## src/rtl/rand_share_arbiter.sv

```systemverilog
// rand_share_arbiter: one 8-bit XNOR LFSR shared round-robin among NREQ
// requesters, stirred STEPS cycles before each grant.
// Ports: clk, reset (sync, active-high), seed_load/seed_val (reseed),
//   req (level requests), ack (one-hot grant pulse), rdata (granted value),
//   gnt_id (last grant index), busy (not idle).
// Optional `RAND_RANGE_EN: adds rlimit; grant waits until lfsr <= rlimit.
module rand_share_arbiter #(
  parameter int              NREQ  = 4,
  parameter int              IDW   = 2,
  parameter int              WIDTH = 8,
  parameter int              STEPS = 3,
  parameter logic [WIDTH-1:0] SEED = 8'hA5
) (
  input  logic             clk,
  input  logic             reset,
  input  logic             seed_load,
  input  logic [WIDTH-1:0] seed_val,
`ifdef RAND_RANGE_EN
  input  logic [WIDTH-1:0] rlimit,
`endif
  input  logic [NREQ-1:0]  req,
  output logic [NREQ-1:0]  ack,
  output logic [WIDTH-1:0] rdata,
  output logic [IDW-1:0]   gnt_id,
  output logic             busy
);

  typedef enum logic [1:0] {
    IDLE  = 2'd0,
    STIR  = 2'd1,
    GRANT = 2'd2
  } state_t;

  localparam logic [3:0] LAST = 4'(STEPS - 1);
  localparam logic [WIDTH-1:0] ALL1 = '1;

  state_t           r_state;
  state_t           w_next;
  logic [WIDTH-1:0] r_lfsr;
  logic [IDW-1:0]   r_rr;
  logic [IDW-1:0]   r_cand;
  logic [3:0]       r_cnt;
  logic [WIDTH-1:0] r_rdata;
  logic [IDW-1:0]   r_gnt_id;

  logic             w_fb;
  logic             w_found;
  logic [IDW-1:0]   w_pick;
  logic             w_in_range;
  logic             w_capture;
  logic [NREQ-1:0]  w_ack;

  assign w_fb = ~(r_lfsr[7] ^ r_lfsr[5] ^ r_lfsr[4] ^ r_lfsr[3]);

`ifdef RAND_RANGE_EN
  assign w_in_range = (r_lfsr <= rlimit);
`else
  assign w_in_range = 1'b1;
`endif

  // First set request at or above the rr pointer, wrapping.
  always_comb begin
    w_found = 1'b0;
    w_pick  = r_rr;
    for (int k = 0; k < NREQ; k++) begin
      automatic int j = int'(r_rr) + k;
      if (j >= NREQ) j = j - NREQ;
      if (!w_found && req[j]) begin
        w_found = 1'b1;
        w_pick  = IDW'(j);
      end
    end
  end

  always_comb begin
    w_next    = r_state;
    w_capture = 1'b0;
    unique case (r_state)
      IDLE: begin
        if (w_found) w_next = STIR;
      end
      STIR: begin
        if (!req[r_cand]) begin
          w_next = IDLE;
        end else if (!seed_load && r_cnt == LAST
                     && w_in_range) begin
          w_next    = GRANT;
          w_capture = 1'b1;
        end
      end
      GRANT: begin
        w_next = IDLE;
      end
      default: begin
        w_next = IDLE;
      end
    endcase
  end

  always_comb begin
    w_ack = '0;
    if (r_state == GRANT) w_ack[r_cand] = 1'b1;
  end

  always_ff @(posedge clk) begin
    if (reset) begin
      r_state <= IDLE;
    end else begin
      r_state <= w_next;
    end
  end

  always_ff @(posedge clk) begin
    if (reset) begin
      r_lfsr <= SEED;
    end else if (seed_load) begin
      r_lfsr <= (seed_val == ALL1) ? SEED : seed_val;
    end else begin
      r_lfsr <= {r_lfsr[WIDTH-2:0], w_fb};
    end
  end

  always_ff @(posedge clk) begin
    if (reset) begin
      r_rr     <= '0;
      r_cand   <= '0;
      r_cnt    <= '0;
      r_rdata  <= '0;
      r_gnt_id <= '0;
    end else begin
      unique case (r_state)
        IDLE: begin
          if (w_found) begin
            r_cand <= w_pick;
            r_cnt  <= '0;
          end
        end
        STIR: begin
          // Reseeding restarts the stir so the grant
          // never sees a freshly loaded seed.
          if (seed_load) begin
            r_cnt <= '0;
          end else if (r_cnt != LAST) begin
            r_cnt <= r_cnt + 4'd1;
          end
          if (w_capture) begin
            r_rdata  <= r_lfsr;
            r_gnt_id <= r_cand;
          end
        end
        GRANT: begin
          r_rr <= (r_cand == IDW'(NREQ - 1)) ?
                  '0 : r_cand + IDW'(1);
        end
        default: begin
          r_cnt <= '0;
        end
      endcase
    end
  end

  assign ack    = w_ack;
  assign rdata  = r_rdata;
  assign gnt_id = r_gnt_id;
  assign busy   = (r_state != IDLE);

endmodule

```

## config.mk

```make
export PLATFORM = sky130hd
export DESIGN_NAME = rand_share_arbiter
export DESIGN_NICKNAME = d
export VERILOG_FILES = /design/src/rtl/rand_share_arbiter.sv
export SDC_FILE = /design/constraint.sdc
export NUM_CORES = 1
export LEC_CHECK = 0
export CAP_MARGIN = 5
export CORE_MARGIN = 3
export CORE_UTILIZATION = 30
export DETAILED_ROUTE_END_ITERATION = 7
export PLACE_DENSITY = 0.54
export SETUP_SLACK_MARGIN = 0.02
export SYNTH_ARGS = -nofsm -noshare
export SYNTH_HDL_FRONTEND = slang
export SYNTH_SLANG_ARGS = --single-unit
```

## constraint.sdc

```tcl
create_clock -name clk -period 1.8 [get_ports clk]
set_input_delay 0.18 -clock clk [delete_from_list [all_inputs] [get_ports clk]]
set_output_delay 0.18 -clock clk [all_outputs]
set_load 0.02 [all_outputs]
```

After elaboration in Yosys (flattened, before gate mapping) --
Index checks and enable logic that the tools add are counted.
Word-level totals: output and inout bits 15, flip-flop bits (word level) 28, input port bits 15
Operators by class: equal/unequal tests 9, mux-type cells 43, bitwise gates (word level) 5, order comparisons 10, $add $sub $neg 9, reduce and logical (&&, ||, !) cells 15
Operator list (number):
- 32-bit by 4-bit < comparator with 1-bit output, second input constant | 4
- 32-bit 2-to-1 mux | 4
- 1-bit 2-to-1 mux | 17
- 2-bit 2-to-1 mux | 8
- 4-bit 2-to-1 mux | 4
- 8-bit 2-to-1 mux | 2
- 4-bit case mux with 3 select lines | 1
- 3-bit by 3-bit subtractor with 4-bit output, second input constant | 3
- 1-bit binary-select mux with 2-bit select | 5
- 3-bit >= comparator, second input constant | 3
- 8-bit == test, second input constant | 1
- 2-bit by 2-bit adder with 3-bit output, second input constant | 2
- 3-bit inequality test, second input constant | 2
- 2-bit AND reduction | 3
- 1-bit logical AND | 5
- 4-bit by 1-bit adder with 4-bit output, second input constant | 1
- 2-bit == test, second input constant | 2
- 4-bit by 2-bit == test with 1-bit output, second input constant | 1
- 1-bit logical NOT | 4
- 4-bit by 2-bit inequality test with 1-bit output, second input constant | 1
- 2-bit case mux with 2 select lines | 1
- 2-bit by 3-bit subtractor with 4-bit output, second input constant | 1
- 2-bit by 1-bit adder with 3-bit output, second input constant | 1
- 2-bit by 3-bit >= comparator with 1-bit output, second input constant | 1
- 11 further kinds | 14

Logic depth before layout (Yosys ltp) --
word-level depth 17, depth in mapped cells 7, depth with buffers taken out 6

Least setup slack after synthesis --
No wires, ideal clock.
path type reg2reg, start point register r_cnt[0], end point register r_rdata[0] (netlist: rdata[0]), setup time 0.128 ns, path buffers 1, arrival time 1.522 ns, setup slack 0.150 ns, clock period less this slack 1.650 ns, required time 1.672 ns, cell stages (with the launch flop) 8, cells stage by stage dfxtp_1 -> inv_1 -> ha_1 -> or4b_4 -> nand4bb_4 -> buf_6 -> mux2i_1 -> nor2_1
On the way: longest elaborated chain between the ends 6
Ends and longest elaborated chain:
- from (decl) | line 42 | logic [3:0] r_cnt;
- from (signal assigned) | line 144 | r_cnt <= r_cnt + 4'd1;
- 4-bit by 2-bit == test with 1-bit output | line 85 | end else if (!seed_load && r_cnt == LAST
- 1-bit logical AND | line 85
- 1-bit 2-to-1 mux | line 85
- 1-bit 2-to-1 mux | line 83 | if (!req[r_cand]) begin
- 1-bit 2-to-1 mux | line 78 | unique case (r_state)
- 2-bit AND reduction (no line)
- to (signal assigned) | line 147 | r_rdata <= r_lfsr;
- to (decl) | line 43 | logic [WIDTH-1:0] r_rdata;
Every way passes these cells. A chain may end at the register's enable or synchronous reset.

Final worst setup path --
start point register r_cnt[0], end point register r_cnt[1]
On the way: longest elaborated chain between the ends 4
Ends and longest elaborated chain:
- 4-bit by 1-bit adder with 4-bit output | line 144
- 4-bit 2-to-1 mux | line 143 | end else if (r_cnt != LAST) begin
- 4-bit 2-to-1 mux | line 141 | if (seed_load) begin
- 4-bit case mux with 3 select lines | line 131 | unique case (r_state)
Several ways; a longest one is shown, not always the timed one. The select of a mux whose other input is x is not followed.

==> out/qor.csv <==
metric;value;unit
outcome;finished clean;
power.total;1.183;mW
worstPathArrival;1.92;ns
final_cells;241;
ys_seq_area_frac;0.4144;
multi_input_area;783.3;sq um
dieArea;5350;sq um
final_cell_mix;27 x nor2_1, 25 x dfxtp_1, 25 x clkdlybuf4s50_1;
yosysWarnings;0;
post-route-period-util;0.9751;
portBuffers;29;
reg2reg_from;r_cnt[0]$_SDFFE_PP0P_;
start_util;0.3241;
drc;0;
finalClockSkew;0.007740;ns
cp_max_fo;3;
slew_headroom;0.7971;
nFillCells;402;
grt-ovfl-total;0;
rr_worst_depth;7;
cts_tree;yes;
wirelength;3.023;mm
hold_violations;0;
cp.required;1.97;ns
place_hpwl;2.247;mm
fin_nets;214;
drt-vias-per-instance;4.768;
layout_commonest_cell;nor2_1;
syn-cell-area;1353;sq um
hold_slack;0.4954;ns
fin_setup_tns;0;ns
cpMaxStageDelayCell;or4b_4;
powerDensity;623.9;nW/um^2
globalplace.congestion;0.8382;
grt_usage;0.1168;
synth_cell_types;34;
drive_above_1_share;0.1832;
p_leak;0.8187;nW
ff_latch_area;564.3;sq um
ctsHoldBuffers;0;
peakVddDrop;0.0002565;V
worstMarginPinSlew;0.3016;ns
synth_edf_count;0;
vias;1149;
clk_path_buf_depth;2;
cp-end-kind;flop;
ant_nets;0;
cts_buffers;3;
rsz0062_at_grt;true;
worstSetupPathType;flop to flop;
path_cells;inv_2, ha_4, or4b_4, buf_6, o21ai_4, nand2_2, mux2_2;
syn-num-nets;168;
cts.htree.levels;1;
timing.fmax;569.7;MHz
drv_cap;0;
first_iter_violations;38;
start_kind;flop;
die_width;73.15;um
routedWlPerCell;12.54;um
ff2ff_setup_slack;0.04;ns
rows;23;
synth_area_per_cell;9.201;sq um
grt_max_degree;16;
finalSetupViolations;0;
yosys_register_bits;28;
io_pins;30;
grt_pass1_wl;4.988;mm
root_buffer;clkbuf_8;
crit_end;r_cnt[1]$_SDFFE_PP0P_;
num_antenna_cells;0;
synth-main-ff-cell;dfxtp_1;
reg2reg_to;r_cnt[1]$_SDFFE_PP0P_;
core;4173;sq um
dieHeight;73.15;um
async_flop_share;0;
dp.cells;237;
cp_slowest_stage_delay;0.46;ns
worstHoldPathType;flop to flop;
clk_pin_slew;0.09;ns
slew_viol_final;0;
cts.sinks;28;
syn_to_final_growth;40.15;%
clk_latency;0.27;ns
firstDrtPassIters;4;
crit_start;r_cnt[0]$_SDFFE_PP0P_;
min_period;1.755;ns
grt_pass1_vias;1093;
netlist_instances;147;
antenna_found_initial;0;
what timing repair did:
action                                 CTS  global route
setup buffers                            0             1
setup endpoints to repair                6             9
pin swaps                                1             1
endpoints found under the hold margin    0             0
gates resized for setup                  9             6
cloned                                   0             0
cell families (layout without fill, tap and decap cells):
kind of cell             Yosys count  after routing  share of synthesized area
AND/OR/NAND/NOR                   65             65                     0.2627
flip-flops                        28             28                     0.4144
AO/OA/AOI/OAI                     22             22                     0.1036
multiplexers                      14             14                     0.1138
buffers and inverters              9             53                    0.03052
adder cells (fa/ha/maj)            6              6                    0.05550
XOR/XNOR                           3              3                    0.01943
metrics by stage:
step                        util  instance area [sq um]  worst slack (ns)
after CTS                 0.4453                   1858           0.02275
after global routing      0.4543                   1896        -0.0003439
after global placement    0.4342                   1812          -0.08940
final                     0.4543                   1896           0.04479
after detailed placement  0.4342                   1812           -0.1184
after floorplan                -                   1353            0.1504
registers in the layout (all words and copies together) (netlist names):
| name | cells |
|---|---|
| gnt_id | 2 |
| r_rr | 2 |
| r_cnt | 4 |
| r_cand | 2 |
| r_lfsr | 8 |
| rdata | 8 |
| r_state | 2 |
layout make-up:
| class | count | share of cell area |
|---|---|---|
| timing repair buffer | 46 | 0.2264 |
| multi-input combinational | 110 | 0.4132 |
| sequential | 28 | 0.2977 |
| inverter | 4 | 0.007921 |
| tap | 50 | 0.03300 |
| clock buffer | 3 | 0.02178 |
worst max-delay path, delay by kind of cell (launching register included):
family / cells / cell delay [ns]
AND/OR/NAND/NOR: 2 / 0.56
AO/OA/AOI/OAI: 1 / 0.13
multiplexers: 1 / 0.27
flip-flops: 1 / 0.33
buffers and inverters: 2 / 0.22
adder cells (fa/ha/maj): 1 / 0.14
worst min-delay path by stage:
stage / slack [ns] / startpoint / to / depth (start not counted)
after global placement: 0.47 / r_lfsr[1]$_SDFF_PP0_ / rdata[1]$_SDFFE_PP0P_ / 2
after global routing: 0.53 / r_cand[0]$_SDFFE_PP0P_ / r_cand[0]$_SDFFE_PP0P_ / 2
after CTS: 0.50 / r_state[1]$_SDFFE_PP0P_ / r_state[0]$_SDFFE_PP0P_ / 1
after detailed placement: 0.48 / r_lfsr[1]$_SDFF_PP0_ / rdata[1]$_SDFFE_PP0P_ / 2
final: 0.50 / r_lfsr[1]$_SDFF_PP0_ / rdata[1]$_SDFFE_PP0P_ / 2
after floorplan: 0.30 / seed_val[0] / r_lfsr[0]$_SDFF_PP1_ / 1
layer usage:
| layer | routed length [um] | GRT usage | vias up |
|---|---|---|---|
| li1 | - | - | 598 |
| met5 | 0 | 0 | - |
| met1 | 1495 | 0.1556 | 517 |
| met3 | 146 | 0.02479 | 2 |
| met2 | 1368 | 0.1907 | 32 |
| met4 | 13 | 0.03074 | 0 |
power by group:
group	leakage, nW	switching (mW)	internal [mW]
logic	0.567	0.0903	0.106
clock network	0.0216	0.179	0.150
registers	0.230	0.0167	0.641
total	0.819	0.286	0.897
Yosys cell counts, drive strengths merged, types with 2 or more instances:
master / count / share of area
dfxtp: 28 / 0.41
nor2: 27 / 0.075
mux2i: 12 / 0.089
nor2b: 11 / 0.051
a21oi: 9 / 0.033
ha: 6 / 0.056
and2: 5 / 0.023
a211o: 4 / 0.026
clkbuf: 4 / 0.011
inv: 4 / 0.011
nand2: 4 / 0.011
nand2b: 3 / 0.014
nor3: 3 / 0.011
o21ai: 3 / 0.011
a31oi: 2 / 0.0092
nand3: 2 / 0.0074
nand4: 2 / 0.0092
or2: 2 / 0.0092
xnor2: 2 / 0.013
(Power assumes the default switching activity.)
